`src/rtl/spec_readout_streamer.sv`:
```
// spec_readout_streamer: streams range-bin spectra out of the DPRAM with a credit-guarded skid FIFO; `define STREAM_HEADER_EN to prepend a header word to each bin
module spec_readout_streamer #(
  parameter int NofBits  = 16,
  parameter int IDX_W    = 10,
  parameter int BIN_W    = 4,
  parameter int RD_LAT   = 2,
  parameter int FIFO_DEP = 4
) (
  input  logic                     clk_i,
  input  logic                     rst_i,
  input  logic                     start_i,
  input  logic                     abort_i,
  input  logic [BIN_W:0]           nof_bins_i,
  output logic [BIN_W+IDX_W-1:0]   rd_addr_o,
  input  logic [2*NofBits-1:0]     rd_data_i,
  output logic [NofBits-1:0]       y0_o,
  output logic [NofBits-1:0]       y0z_o,
  output logic                     valid_o,
  input  logic                     ready_i,
  output logic                     sop_o,
  output logic                     eop_o,
  output logic                     busy_o,
  output logic                     done_o
);
  localparam int AW = $clog2(FIFO_DEP);
  localparam int CW = $clog2(FIFO_DEP + 1);
  localparam logic [BIN_W:0] BIN_MAX = (BIN_W+1)'(1 << BIN_W);
`ifdef STREAM_HEADER_EN
  localparam logic HDR_EN = 1'b1;
`else
  localparam logic HDR_EN = 1'b0;
`endif

  typedef enum logic [2:0] {IDLE, LOAD, HDR, RD, DRAIN, DONE} state_t;
  typedef struct packed {
    logic             v;
    logic             hdr;
    logic             sop;
    logic             eop;
    logic [BIN_W-1:0] bin;
  } tag_t;
  typedef struct packed {
    logic                 sop;
    logic                 eop;
    logic [2*NofBits-1:0] data;
  } ent_t;

  state_t           state, state_n;
  logic [BIN_W-1:0] bin;
  logic [IDX_W-1:0] idx;
  logic [BIN_W:0]   nof_bins;
  tag_t             pipe [RD_LAT];
  ent_t             mem [FIFO_DEP];
  logic [AW-1:0]    wp, rp;
  logic [CW-1:0]    count;
  logic [7:0]       inflight;
  logic             credit, issue, hdr_issue, last_idx, last_bin, push, pop;

  assign rd_addr_o = {bin, idx};
  assign last_idx  = &idx;
  assign last_bin  = ((BIN_W+1)'(bin) + 1'b1) == nof_bins;
  assign push      = pipe[RD_LAT-1].v;
  assign valid_o   = count != '0;
  assign pop       = valid_o & ready_i;
  assign {sop_o, eop_o, y0z_o, y0_o} = mem[rp];
  assign credit    = (inflight + 8'(count)) < 8'(FIFO_DEP);

  // Count reads (and headers) still travelling through the latency pipe.
  always_comb begin
    inflight = '0;
    for (int i = 0; i < RD_LAT; i++) inflight = inflight + 8'(pipe[i].v);
  end

  // State register.
  always_ff @(posedge clk_i or posedge rst_i)
    if (rst_i) state <= IDLE;
    else state <= state_n;

  // Next state, read/header issue and status outputs; abort overrides everything.
  always_comb begin
    state_n   = state;
    issue     = 1'b0;
    hdr_issue = 1'b0;
    busy_o    = state inside {LOAD, HDR, RD, DRAIN};
    done_o    = state == DONE;
    case (state)
      IDLE:  if (start_i) state_n = LOAD;
      LOAD:  state_n = nof_bins == '0 ? DONE : (HDR_EN ? HDR : RD);
      HDR:   if (credit) begin
        hdr_issue = 1'b1;
        state_n   = RD;
      end
      RD:    if (credit) begin
        issue = 1'b1;
        if (last_idx) state_n = last_bin ? DRAIN : (HDR_EN ? HDR : RD);
      end
      DRAIN: if (inflight == '0 && (count == '0 || (count == CW'(1) && pop))) state_n = DONE;
      DONE:  state_n = IDLE;
      default: state_n = IDLE;
    endcase
    if (abort_i) state_n = IDLE;
  end

  // Bin/point counters and the latched bin count (saturated to the RAM size).
  always_ff @(posedge clk_i or posedge rst_i)
    if (rst_i) begin
      bin      <= '0;
      idx      <= '0;
      nof_bins <= '0;
    end else if (state == IDLE && start_i && !abort_i) begin
      bin      <= '0;
      idx      <= '0;
      nof_bins <= nof_bins_i > BIN_MAX ? BIN_MAX : nof_bins_i;
    end else if (issue) begin
      idx <= idx + 1'b1;
      if (last_idx) bin <= bin + 1'b1;
    end

  // Tag pipe matching the RAM latency; headers ride it too so ordering is preserved.
  always_ff @(posedge clk_i or posedge rst_i)
    if (rst_i) begin
      for (int i = 0; i < RD_LAT; i++) pipe[i] <= '0;
    end else if (abort_i) begin
      for (int i = 0; i < RD_LAT; i++) pipe[i] <= '0;
    end else begin
      pipe[0] <= '{v: issue | hdr_issue, hdr: hdr_issue,
                   sop: hdr_issue | (issue & ~HDR_EN & (idx == '0)),
                   eop: issue & last_idx, bin: bin};
      for (int i = 1; i < RD_LAT; i++) pipe[i] <= pipe[i-1];
    end

  // Skid FIFO; credit guarantees a push never meets a full FIFO.
  always_ff @(posedge clk_i or posedge rst_i)
    if (rst_i) begin
      wp    <= '0;
      rp    <= '0;
      count <= '0;
      for (int i = 0; i < FIFO_DEP; i++) mem[i] <= '0;
    end else if (abort_i) begin
      wp    <= '0;
      rp    <= '0;
      count <= '0;
    end else begin
      if (push) begin
        mem[wp] <= '{sop: pipe[RD_LAT-1].sop, eop: pipe[RD_LAT-1].eop,
                     data: pipe[RD_LAT-1].hdr ? {NofBits'(16'hA5A5), NofBits'(pipe[RD_LAT-1].bin)} : rd_data_i};
        wp      <= wp + 1'b1;
      end
      if (pop) rp <= rp + 1'b1;
      count <= count + CW'(push) - CW'(pop);
    end
endmodule

```
`config.mk`:
```
export PLATFORM = sky130hd
export DESIGN_NAME = spec_readout_streamer
export DESIGN_NICKNAME = d
export VERILOG_FILES = /design/src/rtl/spec_readout_streamer.sv
export SDC_FILE = /design/constraint.sdc
export NUM_CORES = 1
export LEC_CHECK = 0
export CAP_MARGIN = 30
export CORE_MARGIN = 10
export CORE_UTILIZATION = 55
export CTS_BUF_LIST = sky130_fd_sc_hd__clkbuf_16
export DETAILED_ROUTE_END_ITERATION = 10
export GPL_ROUTABILITY_DRIVEN = 0
export PLACE_DENSITY = 0.82
export SLEW_MARGIN = 20
export SYNTH_ARGS = -nofsm -noshare
export SYNTH_HDL_FRONTEND = slang
export SYNTH_SLANG_ARGS = --single-unit
export TNS_END_PERCENT = 20
```
`constraint.sdc`:
```
create_clock -name clk_i -period 7.06 [get_ports clk_i]
set_input_delay 1.412 -clock clk_i [delete_from_list [all_inputs] [get_ports clk_i]]
set_output_delay 1.412 -clock clk_i [all_outputs]
set_load 0.01 [all_outputs]
```
## Word-level counts from Yosys, hierarchy flattened

Cells that the tools add are included.

- Add/subtract/negate cells: 9
- Magnitude comparators: 5
- Equality and inequality tests: 12
- Muxes and demuxes: 31
- Bitwise gates (word level): 8
- Reductions and logical operators: 22

Operators by type and width:

| kind | number |
|---|---|
| bitwise mux 136 bit | 1 |
| 2-to-1 mux 34 bit | 3 |
| binary-select mux 34 bit (select 2 bit) | 1 |
| demux 34 bit (select 2 bit) | 1 |
| 2-to-1 mux 32 bit | 1 |
| 2-to-1 mux 3 bit | 9 |
| 2-to-1 mux 10 bit | 2 |
| 2-to-1 mux 16 bit | 1 |
| case mux 3 bit (5 select lines) | 1 |
| 2-to-1 mux 4 bit | 3 |
| inequality test 3 bit (second input constant) | 4 |
| adder 10 x 1 -> 10 bit (second input constant) | 1 |
| zero test 10 bit | 1 |
| AND reduction 10 bit | 1 |
| adder 8 x 3 -> 8 bit | 1 |
| zero test 8 bit | 1 |
| < comparator 8 x 3 -> 1 bit (second input constant) | 1 |
| 2-to-1 mux 2 bit | 4 |
| nonzero test 2 bit | 4 |
| equality test 3 x 1 -> 1 bit (second input constant) | 2 |
| equality test 3 x 2 -> 1 bit (second input constant) | 2 |
| equality test 3 bit (second input constant) | 2 |
| greater-or-equal comparator 3 bit (second input constant) | 2 |
| zero test 3 bit | 2 |
| other kinds (24) | 36 |

- Register bits: 181
- Bits of input ports: 42
- Output and inout bits: 51

## Depth between registers and ports, before layout

Gate-level depths: netlist (run 1).

- Depth after elaboration: 8
- Depth in mapped cells: 8

## Least setup slack after synthesis (run 1)

Ideal clock, no wire load.

- Path kind: reg2out
- Start: register rp[0]
- End: output port y0_o[10]
- Data arrival time: 1427 ps
- Slack: 4221 ps
- Cell stages (with the launch flop): 4
- Path buffers: 2
- Cell sequence: dfrtp_1 > buf_2 > buf_2 > mux4_2

- Word-level cells in the longest chain between the ends: 4

Ends and longest elaborated chain:

| item | RTL line | RTL |
|---|---|---|
| start: declaration | 54 | `logic [AW-1:0] wp, rp;` |
| start signal: assignment | 149 | `if (pop) rp <= rp + 1'b1;` |
| inverter 2 -> 3 bit (implied by the code) | 65 | `assign {sop_o, eop_o, y0z_o, y0_o} = mem[rp];` |
| binary-select mux 34 bit (select 2 bit) | 65 |  |
| 2-to-1 mux 34 bit (implied by the code) (2 in a row) | 65 |  |
| end: declaration | 16 | `output logic [NofBits-1:0] y0_o,` |

Every way passes these cells. The select of a mux whose other input is x is not followed.

## Final worst setup path (run 1)

- Start: register rp[0]
- End: output port sop_o

- Word-level cells in the longest chain between the ends: 4

Ends and longest elaborated chain:

| item | RTL line | RTL |
|---|---|---|
| inverter 2 -> 3 bit (implied by the code) | 65 |  |
| binary-select mux 34 bit (select 2 bit) | 65 |  |
| 2-to-1 mux 34 bit (implied by the code) (2 in a row) | 65 |  |
| end: declaration | 20 | `output logic sop_o,` |

Every way passes these cells. The select of a mux whose other input is x is not followed.

==> reports/summary.txt, run 1 <==
CLOCKING
------------------------------------------------------------------------------------
Inserted Clock Buffers                                                            17
Reg clk slew, reported paths                                                   60 ps
Latest clock arrival within the worst-skew pair                               430 ps
Clock Tree Root                                                            clkbuf_16
H-tree lvl count                                                                   4
Number of sinks handled by clock tree synthesis                                  181
Post-cts resize count                                                              0
Number of setup buffers added after CTS                                            0
CTS tree                                                                       built
Maximum root-to-sink buffer count                                                  2
Hold buffers post-CTS                                                              0

WORST SETUP PATH
------------------------------------------------------------------------------------
Startpoint of the worst-slack reg-to-reg timing path                            push
Data arrival time at the worst-slack endpoint                                2510 ps
R2r endpoint                                                                  idx[9]
Crit path max fanout                                                              19
CP Capture Type                                                          output port
Cell with the largest stage delay on the worst path                          dfrtp_2
Critical path class                                                          reg2out
Sequence of cells on the critical path                                  buf_12 -> mux4_2 -> clkdlybuf4s50_1
Worst path required time                                                     5650 ps
Worst reg2reg setup slack                                                    4590 ps
Number of cells traversed by the worst register-to-register path                   6
Stage delay of the slowest cell on the critical path                          730 ps
Startpoint kind of the worst setup timing path                                  flop

YOSYS
------------------------------------------------------------------------------------
Multiplexer fraction of the synthesized cell area                             11.34%
Number of instances in the synthesized netlist                                   743
Number of synthesized flops with an enable pin                                     0
Dominant register cell in the synthesized netlist                            dfrtp_1
Average cell area after synthesis                                        10.87 sq um
Area contributors post-synth                                            dfrtp_1 56%, mux4_2 9.5%, o21ai_0 8.3%
Share of flip-flops with an asynchronous set or reset after synthesis         100.0%
Largest area contributor in the synthesized netlist                          dfrtp_1
Top cells by count, synth                                               181 x dfrtp_1, 155 x nand2_1, 134 x o21ai_0
Post-synthesis sequential area ratio                                          56.08%
Synthesized-area fraction occupied by ao, oa, aoi and oai cells               10.52%
Mapped cell area                                                          8076 sq um
Most instantiated library cell after synthesis                               dfrtp_1
Combinational family with the most area after synthesis                 simple AND/OR/NAND/NOR gates
Area fraction in and, or, nand and nor cells after synthesis                  14.86%
Library cells used by synthesis                                                   44
Area share of xor/xnor cells in the synthesized design                        2.060%
Number of warnings reported in the yosys synthesis log                             0
Adder and majority gate portion of the synthesized area                       2.107%
Top cell type's share of synthesized area                                     56.08%
Synthesis-stage register bit count                                               181
Synthesized Nets                                                                 798

CELLS AND AREA
------------------------------------------------------------------------------------
Multi-input logic area                                                    3312 sq um
Final antenna diode count                                                          0
Fraction of final layout cells with drive strength greater than 1             10.99%
Signed area change from the synthesized netlist to the final layout           21.49%
Post-layout net count                                                            870
Area taken by flip-flops and latches                                      4532 sq um
Filler instances                                                                1012
Post-layout instance area                                                 9812 sq um

STA
------------------------------------------------------------------------------------
FMAX                                                                       255.2 MHz
Aggregate negative setup slack                                                  0 ps
Slew @ Worst Pin                                                            810.5 ps
Setup repair after global routing missed its margin                               no
Final critical path time including I/O delays and setup                      3919 ps
Worst-case hold slack                                                       472.8 ps
Relative slew slack                                                           45.78%
Largest clock skew in the final design                                      9.817 ps
Number of setup violations in the final report                                     0
Tcrit/Tclk final                                                              55.51%
Final Hold Violating Endpoints                                                     0
Number of pins with negative max-slew slack in the final report                    0

WORST HOLD PATH
------------------------------------------------------------------------------------
Number of cells traversed by the worst hold path                                   1
HP Class                                                                     reg2reg
Hold Startpoint                                                              pipe[8]
Worst Hold Endpoint                                                          pipe[0]

ROUTE
------------------------------------------------------------------------------------
Detailed-route via count                                                        5943
DRC violations left                                                                0
DRC marker count from the first detailed-route iteration                         328
Vias per inst                                                                  5.873
Final routed wire length divided by cell count                              18.55 um
Total wire length                                                           18770 um
DRT antenna net count                                                              0
Pre-Repair DR Iteration Count                                                      5

STATUS
------------------------------------------------------------------------------------
Result of the run                                                          completed

GLOBAL ROUTING
------------------------------------------------------------------------------------
Global-route total usage across every layer                                   18.87%
Wire length of the first global-routing pass                                30620 um
Via count of the first global-routing pass                                      6207
Overflow after GRT                                                                 0
Pin count of the biggest net entering global routing                              71
Number of antenna violations at the first check in global routing                  0

FLOORPLANNING
------------------------------------------------------------------------------------
Core area                                                                14480 sq um
Die outline area                                                         19930 sq um
Number of rows created at floorplan                                               44
X dimension of the die                                                      141.2 um
DIE HEIGHT                                                                  141.2 um
Number of primary I/O pins                                                        93
Effective utilization at floorplan                                            55.78%

POWER AND IR DROP
------------------------------------------------------------------------------------
Total leakage power                                                         4.354 nW
Worst vdd rail ir drop                                                     0.1931 mV
Power Density                                                           321.2 nW/um^2

PLACE
------------------------------------------------------------------------------------
Placed cell areas                                                         9238 sq um
Post-DP HPWL                                                                12600 um
Port Buffers                                                                      92

FLOW RUN
------------------------------------------------------------------------------------
Number of maximum-capacitance violations                                           0

## final cells by class
type	instances	share of cell area, %
Multi-Input combinational cell	500	33.75
Timing Repair Buffer	102	11.43
Tap cell	184	2.346
Sequential cell	181	46.19
Clock inverter	15	1.403
Clock buffer	17	4.336
Inverter	13	0.5483
## cells by family (layout without fill, tap and decap cells)
group	count (synthesis)	after routing
and+or+nand+nor	262	262
adders and majority gates	13	13
buffers and inverters	62	147
DFF	181	181
AOI/OAI and AO/OA	158	158
xor gates and xnor gates	19	19
muxes	48	48
## registers in the layout, indices dropped and copies added, names as in the netlist
register,cells
state,3
idx,10
rp,2
bin,4
wp,2
nof_bins,5
pipe,15
mem,136
push,1
count,3
## worst max-delay path by stage
stage          depth (start not counted)  slack [ps]     from       end
6_report                               3        3140    rp[0]     sop_o
5_1_grt                                3        3040    rp[0]     sop_o
4_1_cts                                3        3110    rp[0]     sop_o
3_5_place_dp                           5        2870  abort_i   mem[67]
3_3_place_gp                           4        2840  abort_i  mem[134]
2_1_floorplan                          1         730    rst_i    bin[0]
## stage by stage
| stage | worst slack [ps] | std cells | power (mW) | utilization (%) |
|---|---|---|---|---|
| 2_1_floorplan | 732.7 | 743 | 1.843 | - |
| 3_3_place_gp | 2845 | 971 | 2.196 | 62.55 |
| 3_5_place_dp | 2875 | 979 | 2.263 | 63.80 |
| 4_1_cts | 3114 | 1011 | 3.169 | 67.69 |
| 5_1_grt | 3037 | 1012 | 3.309 | 67.77 |
| 6_report | 3141 | 1012 | 3.151 | 67.77 |
## layout by cell type (no fill, tap or decap), types with 3 or more instances in the layout
cell type        count
a21oi_1              7
and4_1               3
buf_12               3
buf_16               4
clkbuf_16           17
clkdlybuf4s50_1     92
clkinv_1             4
clkinv_2             3
clkinv_4             3
dfrtp_1            179
ha_1                12
inv_1               13
inv_6                3
mux2_2               8
mux2i_1              6
mux4_2              34
nand2_1            151
nand2_2              4
nand2b_1            21
nand3_1             11
nand3b_1             5
nand4_1              3
nor2_1              29
nor2b_1             14
nor4_1               4
o211ai_1             3
o21ai_0            134
o31ai_1              3
or3_1                5
xnor2_1             12
xor2_1               7
## report_power, final
group	total, mW	switching (mW)	internal [mW]
clock network	0.910	0.393	0.516
registers	1.34	0.148	1.19
logic	0.906	0.400	0.507
total	3.15	0.941	2.21
## metal layers
metal / global-route usage, % / share of wire, % / vias up
met5: 0 / 0 / -
met4: 7.120 / 1.9 / 0
li1: - / - / 2719
met3: 5.408 / 7.4 / 35
met2: 32.61 / 52 / 230
met1: 21.68 / 39 / 2959
## worst max-delay path: cells and delay by family, from the launching register on
kind | cells | cell delay (ps)
DFF | 1 | 730
muxes | 1 | 560
buffers and inverters | 2 | 780
Power figures use the tool's default switching activity.
==> inputs of run 2 (changes only) <==
==> constraint.sdc (replaced) <==
create_clock -name clk_i -period 3.9 [get_ports clk_i]
set_input_delay 0.78 -clock clk_i [delete_from_list [all_inputs] [get_ports clk_i]]
set_output_delay 0.78 -clock clk_i [all_outputs]
set_load 0.01 [all_outputs]
==> run 2 against run 1 <==
- highest routed layer unchanged
- power increased by 82%
- critical path depth unchanged
- clock skew increased by 7.6 ps
- sequential cell count unchanged
- sequential power increased by 81%
==> reports/summary.txt, run 2 (same netlist as run 1, synthesis figures left out) <==
STA
----------------------------------------------------------------------------------
Tcrit/Tclk final                                                            84.86%
Relative slew slack                                                         44.17%
Worst-case hold slack                                                     458.5 ps
Final critical path time including I/O delays and setup                    3310 ps
FMAX                                                                     302.2 MHz
Number of setup violations in the final report                                   0
Setup repair after global routing missed its margin                             no
Slew @ Worst Pin                                                          837.5 ps
Number of pins with negative max-slew slack in the final report                  0
Largest clock skew in the final design                                    17.45 ps
Final Hold Violating Endpoints                                                   0
Aggregate negative setup slack                                                0 ps

ROUTE
----------------------------------------------------------------------------------
Final routed wire length divided by cell count                            18.36 um
DRT antenna net count                                                            0
Total wire length                                                         18600 um
Detailed-route via count                                                      5920
Pre-Repair DR Iteration Count                                                    5
DRC marker count from the first detailed-route iteration                       359
DRC violations left                                                              0
Vias per inst                                                                5.844

CLOCKING
----------------------------------------------------------------------------------
Inserted Clock Buffers                                                          17
Number of sinks handled by clock tree synthesis                                181
Hold buffers post-CTS                                                            0
Clock Tree Root                                                          clkbuf_16
Post-cts resize count                                                            0
Number of setup buffers added after CTS                                          0
Maximum root-to-sink buffer count                                                2
Latest clock arrival within the worst-skew pair                             440 ps
CTS tree                                                                     built
H-tree lvl count                                                                 4
Reg clk slew, reported paths                                                 70 ps

POWER AND IR DROP
----------------------------------------------------------------------------------
Power consumption                                                         5.747 mW
Worst vdd rail ir drop                                                   0.3502 mV
Power Density                                                         589.2 nW/um^2
Total leakage power                                                       4.331 nW

GLOBAL ROUTING
----------------------------------------------------------------------------------
Overflow after GRT                                                               0
Pin count of the biggest net entering global routing                            68
Number of antenna violations at the first check in global routing                0
Global-route total usage across every layer                                 19.34%
Wire length of the first global-routing pass                              31260 um
Via count of the first global-routing pass                                    6128

FLOORPLANNING
----------------------------------------------------------------------------------
Core area                                                              14480 sq um
DIE HEIGHT                                                                141.2 um
Number of rows created at floorplan                                             44
X dimension of the die                                                    141.2 um
Number of primary I/O pins                                                      93
Die outline area                                                       19930 sq um
Effective utilization at floorplan                                          55.78%

WORST SETUP PATH
----------------------------------------------------------------------------------
Data arrival time at the worst-slack endpoint                              2530 ps
Critical path class                                                        reg2out
Startpoint kind of the worst setup timing path                                flop
Worst path required time                                                   3120 ps
CP Capture Type                                                        output port
Crit path max fanout                                                            27

PLACE
----------------------------------------------------------------------------------
Port Buffers                                                                    92
Post-DP HPWL                                                              12380 um
# placed instances                                                             981
Placed cell areas                                                       9168 sq um

CELLS AND AREA
----------------------------------------------------------------------------------
Largest register by flop count                                                 mem
Most used cells in the layout excluding fill and tap cells            179 x dfrtp_1, 151 x nand2_1, 134 x o21ai_0, 92 x clkdlybuf4s50_1, 34 x mux4_2
Number of flip-flops under the largest register name                           136
Post-layout net count                                                          871
Signed area change from the synthesized netlist to the final layout         20.77%
Post-Layout Cell Count                                                        1013
Final antenna diode count                                                        0
Fraction of final layout cells with drive strength greater than 1           10.98%
Registers with the most flip-flops                                    mem x136, pipe x15, idx x10
Commonest non-fill, non-tap cell in the layout                             dfrtp_1
Post-layout instance area                                               9754 sq um

FLOW RUN
----------------------------------------------------------------------------------
Number of maximum-capacitance violations                                         0

STATUS
----------------------------------------------------------------------------------
Result of the run                                                        completed

WORST HOLD PATH
----------------------------------------------------------------------------------
HP Class                                                                   reg2reg

[run 2: cell types whose count changed in the layout (fill, tap and decap cells not counted), sizes merged]
cell      delta
buf          +1
bufinv       +1
clkinv       -4
clkinvlp     +1
inv          +2
[run 2: power by group]
group | internal (mW) | switching (mW) | total [mW]
clock network | 1.00 | 0.711 | 1.71
registers | 2.15 | 0.281 | 2.43
logic | 0.909 | 0.697 | 1.61
total | 4.06 | 1.69 | 5.75
[run 2: critical path, cell delays in order, from the launching register on]
cell	delay (ps)
dfrtp_2	920
buf_4	330
mux4_2	350
clkdlybuf4s50_1	500
[run 2: worst paths after layout]
path / startpoint / end / slack (ps) / cells after the start
setup / recovery: rp[1] / y0_o[14] / 590 / 3
hold / removal: pipe[11] / pipe[3] / 460 / 1
setup reg to reg: push / idx[8] / 1480 / 6
hold reg to reg: pipe[11] / pipe[3] / 460 / 1
max in group asynchronous: rst_i / state[1] / 2270 / 3
min in group asynchronous: rst_i / mem[20] / 820 / 2
[run 2: routing by layer]
layer	up-vias	wire, um	track usage (%)
met4	0	270	6.685
li1	2722	-	-
met2	193	9632	32.14
met3	22	1217	5.677
met1	2983	7476	23.51
met5	-	0	0
[run 2: metrics by stage]
step,setup WS [ps],utilization [%]
floorplan,797.4,-
global placement,999.0,63.32
detailed placement,1010,63.32
CTS,533.5,67.37
global route,481.9,67.37
finish,590.5,67.37
[run 2: cell type report]
cell class	count	area, sq um
fill	1030	4725
sequential	181	4532
multi-input combinational	500	3312
timing repair buffer	103	1041
clock buffer	17	425.4
tap	184	230.2
clock inverter	15	161.4
inverter	13	52.55
